File: src/rtl/fetch_stage.sv
// Instruction-fetch stage: owns the PC, issues instruction-memory reads and
// drives the producer side of the IF/ID latch. If decode is stalled when a
// fetch completes, the fetched word is parked in a one-entry hold buffer.
// Redirects squash wrong-path fetches. Halt stops fetching until reset.
module fetch_stage #(
    parameter logic [31:0] PC_INIT = 32'h0000_0000
) (
    input  logic        CLK,
    input  logic        RST,
    input  logic        ihit,
    input  logic [31:0] imemload,
    output logic        imemREN,
    output logic [31:0] imemaddr,
    input  logic        stall_in,
    input  logic        redirect,
    input  logic [31:0] redirect_pc,
    input  logic        halt,
    output logic [31:0] npc_out,
    output logic [31:0] instr_out,
    output logic        latch_stall,
    output logic        latch_bubble,
    output logic        halted
);

    typedef enum logic [1:0] {
        S_FETCH  = 2'd0,
        S_HOLD   = 2'd1,
        S_HALTED = 2'd2
    } state_t;

    state_t      r_state;
    logic [31:0] r_pc;
    logic [31:0] r_buf_instr;
    logic [31:0] r_buf_npc;

    logic [31:0] w_pc_plus4;
    logic [31:0] w_redirect_target;
    logic        w_avail;
    logic [31:0] w_src_instr;
    logic [31:0] w_src_npc;

    assign w_pc_plus4        = r_pc + 32'd4;
    assign w_redirect_target = {redirect_pc[31:2], 2'b00};
    assign imemaddr          = r_pc;

    // Latch control and delivered-instruction mux; reset forces a bubble.
    always_comb begin
        imemREN      = 1'b0;
        halted       = 1'b0;
        latch_bubble = 1'b1;
        latch_stall  = 1'b0;
        npc_out      = 32'd0;
        instr_out    = 32'd0;
        w_avail      = 1'b0;
        w_src_instr  = 32'd0;
        w_src_npc    = 32'd0;
        if (!RST) begin
            case (r_state)
                S_FETCH: begin
                    imemREN = 1'b1;
                    // Data arriving alongside halt is discarded, so it is not
                    // offered to the latch.
                    w_avail     = ihit & ~halt;
                    w_src_instr = imemload;
                    w_src_npc   = w_pc_plus4;
                end
                S_HOLD: begin
                    w_avail     = ~halt;
                    w_src_instr = r_buf_instr;
                    w_src_npc   = r_buf_npc;
                end
                S_HALTED: begin
                    halted = 1'b1;
                end
                default: begin
                    w_avail = 1'b0;
                end
            endcase

            if (redirect) begin
                latch_bubble = 1'b1;
                latch_stall  = 1'b0;
            end else if (stall_in) begin
                latch_bubble = 1'b0;
                latch_stall  = 1'b1;
            end else if (w_avail) begin
                latch_bubble = 1'b0;
                latch_stall  = 1'b0;
            end else begin
                latch_bubble = 1'b1;
                latch_stall  = 1'b0;
            end

            // Payload is meaningless under a bubble; keep it at zero then.
            if (!latch_bubble) begin
                npc_out   = w_src_npc;
                instr_out = w_src_instr;
            end
        end
    end

    // PC, state and hold-buffer update; redirect beats halt, stall and ihit.
    always_ff @(posedge CLK) begin
        if (RST) begin
            r_state     <= S_FETCH;
            r_pc        <= PC_INIT;
            r_buf_instr <= 32'd0;
            r_buf_npc   <= 32'd0;
        end else begin
            case (r_state)
                S_FETCH: begin
                    if (redirect) begin
                        r_pc <= w_redirect_target;
                    end else if (halt) begin
                        r_state <= S_HALTED;
                    end else if (ihit) begin
                        r_pc <= w_pc_plus4;
                        if (stall_in) begin
                            r_buf_instr <= imemload;
                            r_buf_npc   <= w_pc_plus4;
                            r_state     <= S_HOLD;
                        end
                    end
                end
                S_HOLD: begin
                    if (redirect) begin
                        r_pc        <= w_redirect_target;
                        r_buf_instr <= 32'd0;
                        r_buf_npc   <= 32'd0;
                        r_state     <= S_FETCH;
                    end else if (halt) begin
                        r_buf_instr <= 32'd0;
                        r_buf_npc   <= 32'd0;
                        r_state     <= S_HALTED;
                    end else if (!stall_in) begin
                        // The latch captures the buffer on this edge.
                        r_state <= S_FETCH;
                    end
                end
                S_HALTED: begin
                    if (redirect) begin
                        r_pc <= w_redirect_target;
                    end
                end
                default: begin
                    r_state <= S_FETCH;
                end
            endcase
        end
    end

endmodule
File: config.mk
export PLATFORM = sky130hd
export DESIGN_NAME = fetch_stage
export DESIGN_NICKNAME = d
export VERILOG_FILES = /design/src/rtl/fetch_stage.sv
export SDC_FILE = /design/constraint.sdc
export NUM_CORES = 1
export LEC_CHECK = 0
export CORE_MARGIN = 4
export CORE_UTILIZATION = 60
export CTS_CLUSTER_SIZE = 20
export DETAILED_ROUTE_END_ITERATION = 16
export DONT_BUFFER_PORTS = 1
export GPL_TIMING_DRIVEN = 0
export HOLD_SLACK_MARGIN = 0.02
export PLACE_DENSITY = 0.77
export SLEW_MARGIN = 20
export SYNTH_ARGS = -nofsm -noshare
export SYNTH_HDL_FRONTEND = slang
export SYNTH_SLANG_ARGS = --single-unit
export TNS_END_PERCENT = 30
File: constraint.sdc
create_clock -name CLK -period 5.33 [get_ports CLK]
set_input_delay 1.066 -clock CLK [delete_from_list [all_inputs] [get_ports CLK]]
set_output_delay 1.066 -clock CLK [all_outputs]
set_load 0.01 [all_outputs]
==> results.cfg <==
[floorplanning]
die_x_um = 104
rows = 34
io-pin-count = 170
dieArea_um2 = 10800
die_h_um = 104
coreArea_um2 = 8850
start_util_pct = 62.7

[worst_setup_path]
cp.required_ns = 4.26
worstPathArrival_ns = 3.05
critPathLaunchType = flip-flop
crit_type = flip-flop to primary output
cp_max_fo = 10
crit_path_end_kind = primary output

[logic_synthesis]
syn_area_um2 = 5550
yosysWarningCount = 0
synth_cells = 724
synth-main-ff-cell = dfxtp_1
synth_cell_types = 63
ys_ff_latch = 95
synthArstFlopShare_pct = 0
synth_area_per_cell_um2 = 7.66
synth_edf_count = 0
ys_seq_area_share_pct = 34.3

[global_route]
grt_max_degree = 16
gr-total-overflow = 0
grt_pass1_vias = 5358
grt_antenna_before_repair = 0
grt.total_usage_pct = 31.1
grt_pass1_wl_mm = 27.7

[final_layout]
seqCellArea_um2 = 1900
insertedDiodeCount = 0
multi_input_area_um2 = 3260
fillCellCount = 784
final_cells = 848
syn_to_final_growth_pct = 5.62
most-common-layout-cells = 107 x nand2_1, 95 x dfxtp_1, 83 x nor2_1
layout_commonest_cell = nand2_1
drive_gt1_share_pct = 6.62
nets = 810

[place]
place_inst = 833
place_hpwl_mm = 13.0
place_ws_ns = 1.41
gp_congestion = 0.940
io_buffers = 0

[pwr]
max-vdd-ir-drop_mv = 0.150
pwr-share-seq_pct = 46.9
p_leak_nw = 1.97
powerDensity_nw_per_um2 = 309
power_mw = 1.81
power_frac_comb_pct = 28.4
switching_power_uw = 691
p_int_mw = 1.12
switching_share_pct = 38.2
p_clk_share_pct = 24.7

[timing]
final.setup.worst_slack_ns = 1.21
rsz0062_at_grt = false
hold_viol = 0
drv_slew = 0
setup_tns_ns = 0
setup-violations-final = 0
slew_headroom_pct = 44.9
skew_ns = 0.0174
fmax_ghz = 0.243
min_period_ns = 4.12
fin_crit_sh_pct = 77.2
tightest_slew_ns = 0.821

[min_path]
hp-class = flip-flop to flip-flop

[clock_tree]
cts_tree = done
clkSlewWorstSetupHoldPaths_ns = 0.10
postCtsHoldBufs = 0
root_buffer = clkbuf_8
cts.sinks = 95
cts_resized = 0
worstSkewPairLatency_ns = 0.37
htreeDepth = 3
cts_setup_buffers = 0
cts_buffers = 9
clockBufferDepth = 2

[run_status]
status = completed

[detailed_routing]
drt_pass1_iterations = 6
drtAntennaViolNets = 0
routed_via_density = 6.52
drt_iter0_markers = 473
drc = 0
vias = 5526
wirelength_mm = 17.4
wire_per_inst_um = 20.5

[flow_run]
cap_violations = 0
## registers in the layout (all words and copies together), names as in the netlist
name         cells
r_buf_instr     32
r_buf_npc       31
imemaddr        30
r_state          2
## cell usage after synthesis (all sizes together), types with 2 or more instances
master	instances	area, µm²
or4	2	15.0
a32oi	11	96.3
nor3	8	51.3
ha	4	50.1
o32ai	3	26.3
nor2	83	312
a32o	3	30.0
and2	4	25.0
nand3	25	163
nor2b	3	18.8
a22oi	47	353
nand3b	34	255
nor4	6	82.6
xnor2	10	87.6
nor3b	2	20.0
nand2	108	408
inv	9	33.8
o31ai	4	30.0
clkbuf	50	248
dfxtp	95	1900
nand4	8	86.3
mux2	3	33.8
or2	3	18.8
o31a	4	35.0
and3	3	18.8
xor2	18	158
buf	16	100
a211oi	2	15.0
a22o	4	35.0
o22ai	4	25.0
and4	2	17.5
a21oi	57	285
nand2b	2	12.5
a31oi	10	62.6
o21ai	58	294
or3	7	43.8
## metrics by stage
step / cell area, µm² / utilization [%] / hold WS (ns)
finish: 5860 / 66.2 / 0.454
global route: 5860 / 66.2 / 0.470
CTS: 5860 / 66.2 / 0.456
detailed placement: 5690 / 64.3 / 0.442
global placement: 5690 / 64.3 / 0.433
floorplan: 5550 / - / 0.425
## power groups by stage
stage / registers [mW] / logic, mW / clock network [mW]
final: 0.849 / 0.513 / 0.447
after global routing: 0.856 / 0.563 / 0.468
after CTS: 0.847 / 0.504 / 0.443
after detailed placement: 0.864 / 0.502 / 0
after global placement: 0.861 / 0.489 / 0
after floorplan: 0.842 / 0.383 / 0
## logic make-up (layout without fill, tap and decap cells)
| logic type | Yosys count | count (layout) | share of synthesized area, % |
|---|---|---|---|
| AND/OR/NAND/NOR | 303 | 303 | 28.4 |
| AO/OA/AOI/OAI | 213 | 213 | 24.1 |
| flip-flops | 95 | 95 | 34.3 |
| buffers and inverters | 76 | 91 | 6.97 |
| XOR/XNOR | 28 | 28 | 4.42 |
| adder cells (fa/ha/maj) | 4 | 4 | 0.902 |
| multiplexers | 4 | 4 | 0.789 |
| other | 1 | 2 | 0.0676 |
## critical path, stage by stage (launching register included)
cell and delay, ns:
dfxtp_1 0.35, inv_1 0.07, ha_1 0.17, clkbuf_1 0.24, a21oi_1 0.18, nor2_1 0.05
o21ai_1 0.64, or2_2 0.27, clkbuf_1 0.42, o21ai_0 0.30
## worst paths after layout
kind / depth (start not counted) / slack [ns] / endpoint / from
setup / recovery: 9 / 1.21 / npc_out[25] / r_state[1]$_SDFFE_PP0P_
setup reg to reg: 9 / 2.61 / imemaddr[4]$_SDFFE_PP0P_ / r_state[0]$_SDFFE_PP0P_
hold / removal: 2 / 0.45 / r_buf_npc[18]$_SDFFE_PP0P_ / r_buf_npc[18]$_SDFFE_PP0P_
hold reg to reg: 2 / 0.45 / r_buf_npc[18]$_SDFFE_PP0P_ / r_buf_npc[18]$_SDFFE_PP0P_
## cell type report
| class | instances | area share (%) |
|---|---|---|
| multi-input combinational | 554 | 55.7 |
| sequential | 95 | 32.5 |
| buffer | 66 | 5.94 |
| clock buffer | 11 | 2.41 |
| tap | 108 | 2.31 |
| inverter | 10 | 0.662 |
| clock inverter | 4 | 0.534 |
## per-layer routing
metal | GRT usage (%) | part of all wire [%] | wire [µm]
met5 | 0 | 0 | 0
met4 | 13.9 | 3.5 | 614
met3 | 9.31 | 12 | 2030
met2 | 53.1 | 48 | 8330
met1 | 36.0 | 37 | 6420
Power figures use the tool's default switching activity.
